`src/rtl/decoder_scan_pkg.sv`:
```
// decoder_scan_pkg: FSM state encoding shared by the decoder_scan files
package decoder_scan_pkg;
   typedef enum logic [1:0] {IDLE = 2'b00, SCAN = 2'b01, DONE = 2'b10} state_t;
endpackage

```
`src/rtl/decoder_scan_bin2onehot.sv`:
```
// bin2onehot: combinational binary to one-hot decoder with enable
module bin2onehot #(
   parameter int SEL_W = 5
) (
   input  logic [SEL_W-1:0]    i_in,
   input  logic                i_en,
   output logic [2**SEL_W-1:0] o_out
);
   localparam int NUM_OUT = 2**SEL_W;
   assign o_out = i_en ? (NUM_OUT'(1) << i_in) : '0;
endmodule

```
`src/rtl/decoder_scan.sv`:
```
// decoder_scan: registered one-hot decoder with scan sequencer; macro DECODER_SCAN_IDX_EN adds o_idx
module decoder_scan
   import decoder_scan_pkg::*;
#(
   parameter int SEL_W    = 5,
   parameter int SCAN_MAX = 2**SEL_W - 1
) (
   input  logic               i_clk,
   input  logic               i_rst_n,
   input  logic               i_en,
   input  logic [SEL_W-1:0]   i_sel,
   input  logic               i_scan_start,
   input  logic               i_scan_ready,
   input  logic               i_scan_abort,
   output logic [2**SEL_W-1:0] o_out,
   output logic               o_valid,
   output logic               o_scan_busy,
   output logic               o_scan_last,
   output logic               o_scan_done
`ifdef DECODER_SCAN_IDX_EN
   ,output logic [SEL_W-1:0]  o_idx
`endif
);
   localparam int NUM_OUT = 2**SEL_W;
   localparam logic [SEL_W-1:0] LAST_IDX = SEL_W'(SCAN_MAX);
   state_t             r_state;
   logic [SEL_W-1:0]   r_idx;
   logic [NUM_OUT-1:0] r_out;
   logic               r_valid, r_busy, r_last, r_done;
   logic               w_start, w_adv, w_load, w_dec_en;
   logic [SEL_W-1:0]   w_idx_inc, w_dec_sel;
   logic [NUM_OUT-1:0] w_dec;
   assign w_idx_inc = r_idx + SEL_W'(1);
   assign w_start   = (r_state == IDLE) && i_scan_start && !i_scan_abort;
   assign w_adv     = (r_state == SCAN) && i_scan_ready && !i_scan_abort && (r_idx != LAST_IDX);
   // outputs reload everywhere except a stalled scan beat
   assign w_load    = (r_state != SCAN) || i_scan_abort || i_scan_ready;
   // the single decoder serves the scan index and the direct select
   assign w_dec_sel = (r_state == SCAN) ? w_idx_inc : (w_start ? '0 : i_sel);
   assign w_dec_en  = w_start || w_adv || ((r_state == IDLE) && i_en);
   bin2onehot #(.SEL_W(SEL_W)) u_dec (
      .i_in  (w_dec_sel),
      .i_en  (w_dec_en),
      .o_out (w_dec)
   );
   // scan FSM, index counter and registered outputs
   always_ff @(posedge i_clk) begin
      if (!i_rst_n) begin
         r_state <= IDLE;
         r_idx   <= '0;
         r_out   <= '0;
         r_valid <= 1'b0;
         r_busy  <= 1'b0;
         r_last  <= 1'b0;
         r_done  <= 1'b0;
      end else begin
         if (w_load) begin
            r_out   <= w_dec;
            r_valid <= w_dec_en;
         end
         case (r_state)
            IDLE: if (w_start) begin
               r_state <= SCAN;
               r_idx   <= '0;
               r_busy  <= 1'b1;
               r_last  <= (LAST_IDX == '0);
            end
            SCAN: if (i_scan_abort || (i_scan_ready && r_idx == LAST_IDX)) begin
               r_state <= i_scan_abort ? IDLE : DONE;
               r_done  <= !i_scan_abort;
               r_idx   <= '0;
               r_busy  <= 1'b0;
               r_last  <= 1'b0;
            end else if (i_scan_ready) begin
               r_idx  <= w_idx_inc;
               r_last <= (w_idx_inc == LAST_IDX);
            end
            DONE: begin
               r_state <= IDLE;
               r_done  <= 1'b0;
            end
            default: r_state <= IDLE;
         endcase
      end
   end
`ifdef DECODER_SCAN_IDX_EN
   logic [SEL_W-1:0] r_bin;
   // binary index of the bit loaded into o_out, zero when nothing is valid
   always_ff @(posedge i_clk) begin
      if (!i_rst_n) r_bin <= '0;
      else if (w_load) r_bin <= w_dec_en ? w_dec_sel : '0;
   end
   assign o_idx = r_bin;
`endif
   assign o_out       = r_out;
   assign o_valid     = r_valid;
   assign o_scan_busy = r_busy;
   assign o_scan_last = r_last;
   assign o_scan_done = r_done;
endmodule
```
`config.mk`:
```
export PLATFORM = sky130hd
export DESIGN_NAME = decoder_scan
export DESIGN_NICKNAME = d
export VERILOG_FILES = /design/src/rtl/decoder_scan_pkg.sv /design/src/rtl/decoder_scan_bin2onehot.sv /design/src/rtl/decoder_scan.sv
export SDC_FILE = /design/constraint.sdc
export NUM_CORES = 1
export LEC_CHECK = 0
export CORE_MARGIN = 8
export CORE_UTILIZATION = 51
export CTS_BUF_LIST = sky130_fd_sc_hd__clkbuf_16
export DETAILED_ROUTE_END_ITERATION = 6
export DONT_BUFFER_PORTS = 1
export GPL_ROUTABILITY_DRIVEN = 0
export HOLD_SLACK_MARGIN = 0.02
export PLACE_DENSITY = 0.72
export SLEW_MARGIN = 20
export SYNTH_ARGS = -nofsm -noshare
export SYNTH_HDL_FRONTEND = slang
export SYNTH_SLANG_ARGS = --single-unit
```
`constraint.sdc`:
```
create_clock -name i_clk -period 2.6 [get_ports i_clk]
set_input_delay 0.26 -clock i_clk [delete_from_list [all_inputs] [get_ports i_clk]]
set_output_delay 0.26 -clock i_clk [all_outputs]
set_load 0.01 [all_outputs]
```
* Word-level counts from Yosys, hierarchy flattened
Cells that the tools add are included.
** Operators by class
- Reductions and logical operators :: 20
- Multiplexer cells :: 20
- Shifts and indexed selects :: 1
- Bitwise operators :: 0
- Eq/ne operators :: 9
- Div/mod/pow operators :: 0
- $add $sub $neg :: 1
- $mul :: 0
- $lt $le $gt $ge :: 0
** Operators by type and width (count)
- 2-to-1 mux 32 bit :: 1
- left shift 1 x 5 -> 32 bit (first input constant) :: 1
- 2-to-1 mux 5 bit :: 5
- == test 5 bit (second input constant) :: 2
- case mux 5 bit (2 select lines) :: 1
- logical AND 1 bit :: 7
- 2-to-1 mux 1 bit :: 6
- 2-to-1 mux 2 bit :: 3
- case mux 1 bit (2 select lines) :: 3
- AND reduction 3 bit :: 2
- adder 5 x 1 -> 5 bit (second input constant) :: 1
- logical OR 1 bit :: 5
- inequality test 5 bit (second input constant) :: 1
- inequality test 2 x 1 -> 1 bit (second input constant) :: 2
- case mux 2 bit (2 select lines) :: 1
- AND reduction 2 bit :: 2
- nonzero test 2 bit :: 2
- inequality test 3 x 2 -> 1 bit (second input constant) :: 1
- == test 2 x 1 -> 1 bit (second input constant) :: 1
- == test 2 bit (second input constant) :: 1
- zero test 2 bit :: 1
- inequality test 2 bit (second input constant) :: 1
- zero test 1 bit :: 1
** Storage, ports and cells
- Latch bits :: 0
- Bits in registers :: 43
- ROM bits :: 0
- Logic and storage cells :: 58
- Memory bits (writable) :: 0
- Memories :: 0
- Output and inout port bits :: 36
- Bits of input ports :: 11

* Longest topological paths before layout
- Depth after elaboration :: 7
- Gate-level depth with buffers :: 8
- Gate-level depth less buffers :: 8

* Cells and area by module
From an unflattened synthesis, not the netlist that was laid out.
** Unflattened totals
- Cells, all modules :: 269
- Area, all modules :: 2025.7 um2
** Modules (own cells, without submodules)
- decoder_scan :: sequential area each 860.8 um2, cells each 222, times used 1, area an instance 1791.7 um2
- bin2onehot :: sequential area each 0.0 um2, cells each 47, times used 1, area an instance 234.0 um2

* Least setup slack after synthesis
OpenSTA, ideal clock, no wires.
- Path type :: reg2reg
- Start point :: register r_idx[0]
- End point :: register r_out[22], in the netlist o_out[22]
- Buffers on the path :: 0
- Required time :: 2.532 ns
- Data arrival time :: 2.020 ns
- Path slack :: 0.513 ns
- Setup time :: 0.068 ns
- Period minus slack after synthesis :: 2.087 ns
- Cell stages (with the launch flop) :: 9
- Cells stage by stage :: dfxtp_1 ha_1 and3_1 ha_1 nand2b_1 or2_4 nand2_4 or4b_4 o21ai_2
** Between the ends
- Longest elaborated chain between the ends :: 5
- Elaborated cells on any way between the ends :: 8
- Those cells by class :: add/sub: 1; eq/ne: 1; shift: 1; mux: 2; reduce/logical: 3
** RTL lines
- start: declaration :: line decoder_scan.sv:27 : logic [SEL_W-1:0] r_idx;
- start signal: assignment :: line decoder_scan.sv:75 : r_idx <= w_idx_inc;
- parallel branches: the longest is 4 deep, another holds adder 5 x 1 -> 5 bit
- 2-to-1 mux 32 bit * :: line decoder_scan_bin2onehot.sv:10 : assign o_out = i_en ? (NUM_OUT'(1) << i_in) : '0;
- end signal: assignment :: line decoder_scan.sv:58 : r_out <= w_dec;
- end: declaration :: line decoder_scan.sv:28 : logic [NUM_OUT-1:0] r_out;
Every way passes the cells marked *.
A chain may end at the register's enable or synchronous reset.

* Final worst setup path
Ends and elaborated chain as after synthesis.

==> results.cfg <==
[hold_path]
holdCritPathClass = in2reg

[timing]
setup_violations = 0
skew_ns = 0.00485
fin_setup_tns_ns = 0
finalHoldViolCount = 0
tightestPinTransition_ns = 0.671
timing.hold.ws_ns = 0.0535
rsz0062_at_grt = false
relSlewSlack_pct = 55.3
worst_slack_ns = 0.392
fin_crit_sh_pct = 84.9
finalCriticalPeriod_ns = 2.21
max_freq_ghz = 0.453
final_max_slew_viol_count = 0

[power_and_ir_drop]
ir_drop_uv = 406
p_total_mw = 1.45
pwr_density_cell_nw_per_um2 = 721
p_leak_nw = 0.700

[synthesis]
synth_commonest_cells = 44 x nand2_1, 43 x dfxtp_1, 27 x o21ai_0
ys_seq_area_share_pct = 47.7
ys_warn_count = 0
synthArstFlopShare_pct = 0
synthDistinctLibCells = 44
synth_area_leaders = dfxtp_1 48%, nand2_1 9.2%, o21ai_0 7.5%, nor2_1 2.7%, ha_1 2.1%
synth.top_cell.area_share_pct = 47.7
ys_seq_elements = 43
ys.flop_type = dfxtp_1
syn_inst = 209
synth_edf_count = 0
syn-cell-area_sq_um = 1800
synth_top_area_cell = dfxtp_1
syn_area_per_cell_sq_um = 8.63
yosysMostFrequentCell = nand2_1
syn-num-nets = 223

[clock_tree]
numCtsBuffers = 5
cts-htree-levels = 2
clock_path_buffers = 2
cts_resized = 0
cts_tree = done
cts_sinks = 43
insertion_delay_ns = 0.28
holdBufCountCts = 0
cts.reportedPaths.clkPinSlew_ns = 0.06
cts_setup_buffers = 0
cts-root-buf = clkbuf_16

[layout]
nets = 225
final_core_util_pct = 59.6
syn_to_final_growth_pct = 11.2
fill_cells = 309
drive_above_1_share_pct = 9.43
antenna_cells = 0

[die]
ios = 47
floorplan.initialDensity_pct = 53.6
rows = 21
core-area_sq_um = 3360
die_w_microns = 75.5
dieArea_sq_um = 5700
die_y_microns = 75.5

[worst_setup_path]
critPathLaunchType = register
required_ns = 2.82
r2r_end = o_out[22]$_SDFFE_PN0P_
path_buf_inv = 0
cp_slowest_cell = or4b_4
crit_path_max_fanout = 8
crit_path_cell_trace = ha_1 > and3_1 > ha_1 > nand2b_1 > or2_4 > nand2_4 > or4b_4 > o21ai_2
endpoint = o_out[22]$_SDFFE_PN0P_
r2r_start = r_idx[0]$_SDFFE_PN0P_
r2r.worst_path.cells = 8
rrSetupSlack_ns = 0.39
cp-end-kind = register
crit_cells = 8
cp.arrival_ns = 2.43
startpoint = r_idx[0]$_SDFFE_PN0P_
cpLargestDelayFamily = simple AND/OR/NAND/NOR gates
crit_type = reg2reg
slowest_delay_ns = 0.50
path_common_cell = ha_1

[route]
wl_microns = 4220
drt_iter0_drc = 96
ant_nets = 0
topRoutingLayerUsed = met4
via_per_inst = 5.75
dr.pass1.iters = 4
drcViolationCount = 0
wire_per_inst_microns = 16.4
m1WireLength_microns = 1580
wl_met2_microns = 2140
wl_met3_microns = 415
vias = 1483

[status]
status = finished, final reports clean

[global_routing]
gr-usage-all-layers_pct = 15.8
grt_pass1_vias = 1422
grt_pass1_wl_microns = 6730
grt_max_degree = 33
antenna_found_initial = 0
grt_overflow_total = 0

[placement]
dp_hpwl_microns = 3230
place_ws_ns = 0.410
io_buffers = 0

[job]
max_cap_violations = 0
cell usage in the layout, fill, tap and decap left out, types with 2 or more instances in the layout:
cell,synthesis,routed
nand2_1,44,44
dfxtp_1,43,43
o21ai_0,27,27
nor2_1,13,12
o21ai_1,6,6
nand4_1,5,5
a21oi_1,5,5
clkbuf_16,0,5
o21ai_2,4,4
nand2b_1,4,4
nor3_1,4,4
and2_1,3,3
nand3_1,3,3
o31ai_1,3,3
ha_1,3,3
inv_1,2,2
xor2_1,2,2
a22o_1,2,2
a22oi_1,2,2
nand3b_1,2,2
nand4b_1,2,2
nor2b_1,2,2
or3_1,2,2
area by class of cell:
type                            instances  area [sq um]  share of cell area [%]
Clock buffer                            5           125                    6.24
Clock inverter                          3          38.8                    1.93
Inverter                                2          7.51                   0.374
Multi-Input combinational cell        158           908                    45.3
Sequential cell                        43           861                    42.9
Tap cell                               46          57.6                    2.87
Timing Repair Buffer                    1          7.51                   0.374
metal layers:
metal  up-vias  track usage [%]
li1        741                -
met1       690             15.6
met2        44             27.4
met3         8             7.76
met4         0             6.61
met5         -                0
per-stage QoR:
stage          std cells  instance area (sq um)
2_1_floorplan        209                   1800
3_3_place_gp         250                   1840
3_5_place_dp         250                   1840
4_1_cts              258                   2010
5_1_grt              258                   2010
6_report             258                   2010
worst min-delay path by stage:
stage | start | to | slack [ns] | cells past startpoint
2_1_floorplan | i_scan_ready | r_state[1]$_SDFFE_PN0P_ | 0.40 | 2
3_3_place_gp | i_scan_abort | r_state[0]$_SDFFE_PN0P_ | 0.34 | 1
3_5_place_dp | i_scan_abort | r_state[0]$_SDFFE_PN0P_ | 0.34 | 1
4_1_cts | i_scan_abort | r_state[0]$_SDFFE_PN0P_ | 0.05 | 1
5_1_grt | i_scan_abort | r_state[0]$_SDFFE_PN0P_ | 0.04 | 1
6_report | i_scan_abort | r_state[0]$_SDFFE_PN0P_ | 0.05 | 1
registers in the layout, indices dropped and copies added, names as in the netlist:
name,count
o_scan_last,1
r_idx,5
o_scan_busy,1
o_out,32
o_scan_done,1
o_valid,1
r_state,2
cells by family after synthesis:
| family | synth area share (%) |
|---|---|
| xor gates and xnor gates | 1.46 |
| DFF | 47.7 |
| AOI/OAI and AO/OA | 20.5 |
| buffers and inverters | 2.08 |
| muxes | 0.555 |
| and+or+nand+nor | 25.6 |
| adders and majority gates | 2.08 |
power breakdown:
group	switching (mW)	internal (mW)	total, mW
clock	0.242	0.447	0.689
combinational	0.0497	0.0262	0.0759
sequential	0.0134	0.668	0.682
total	0.305	1.14	1.45
Note: power is estimated with default switching activity, not from simulation.
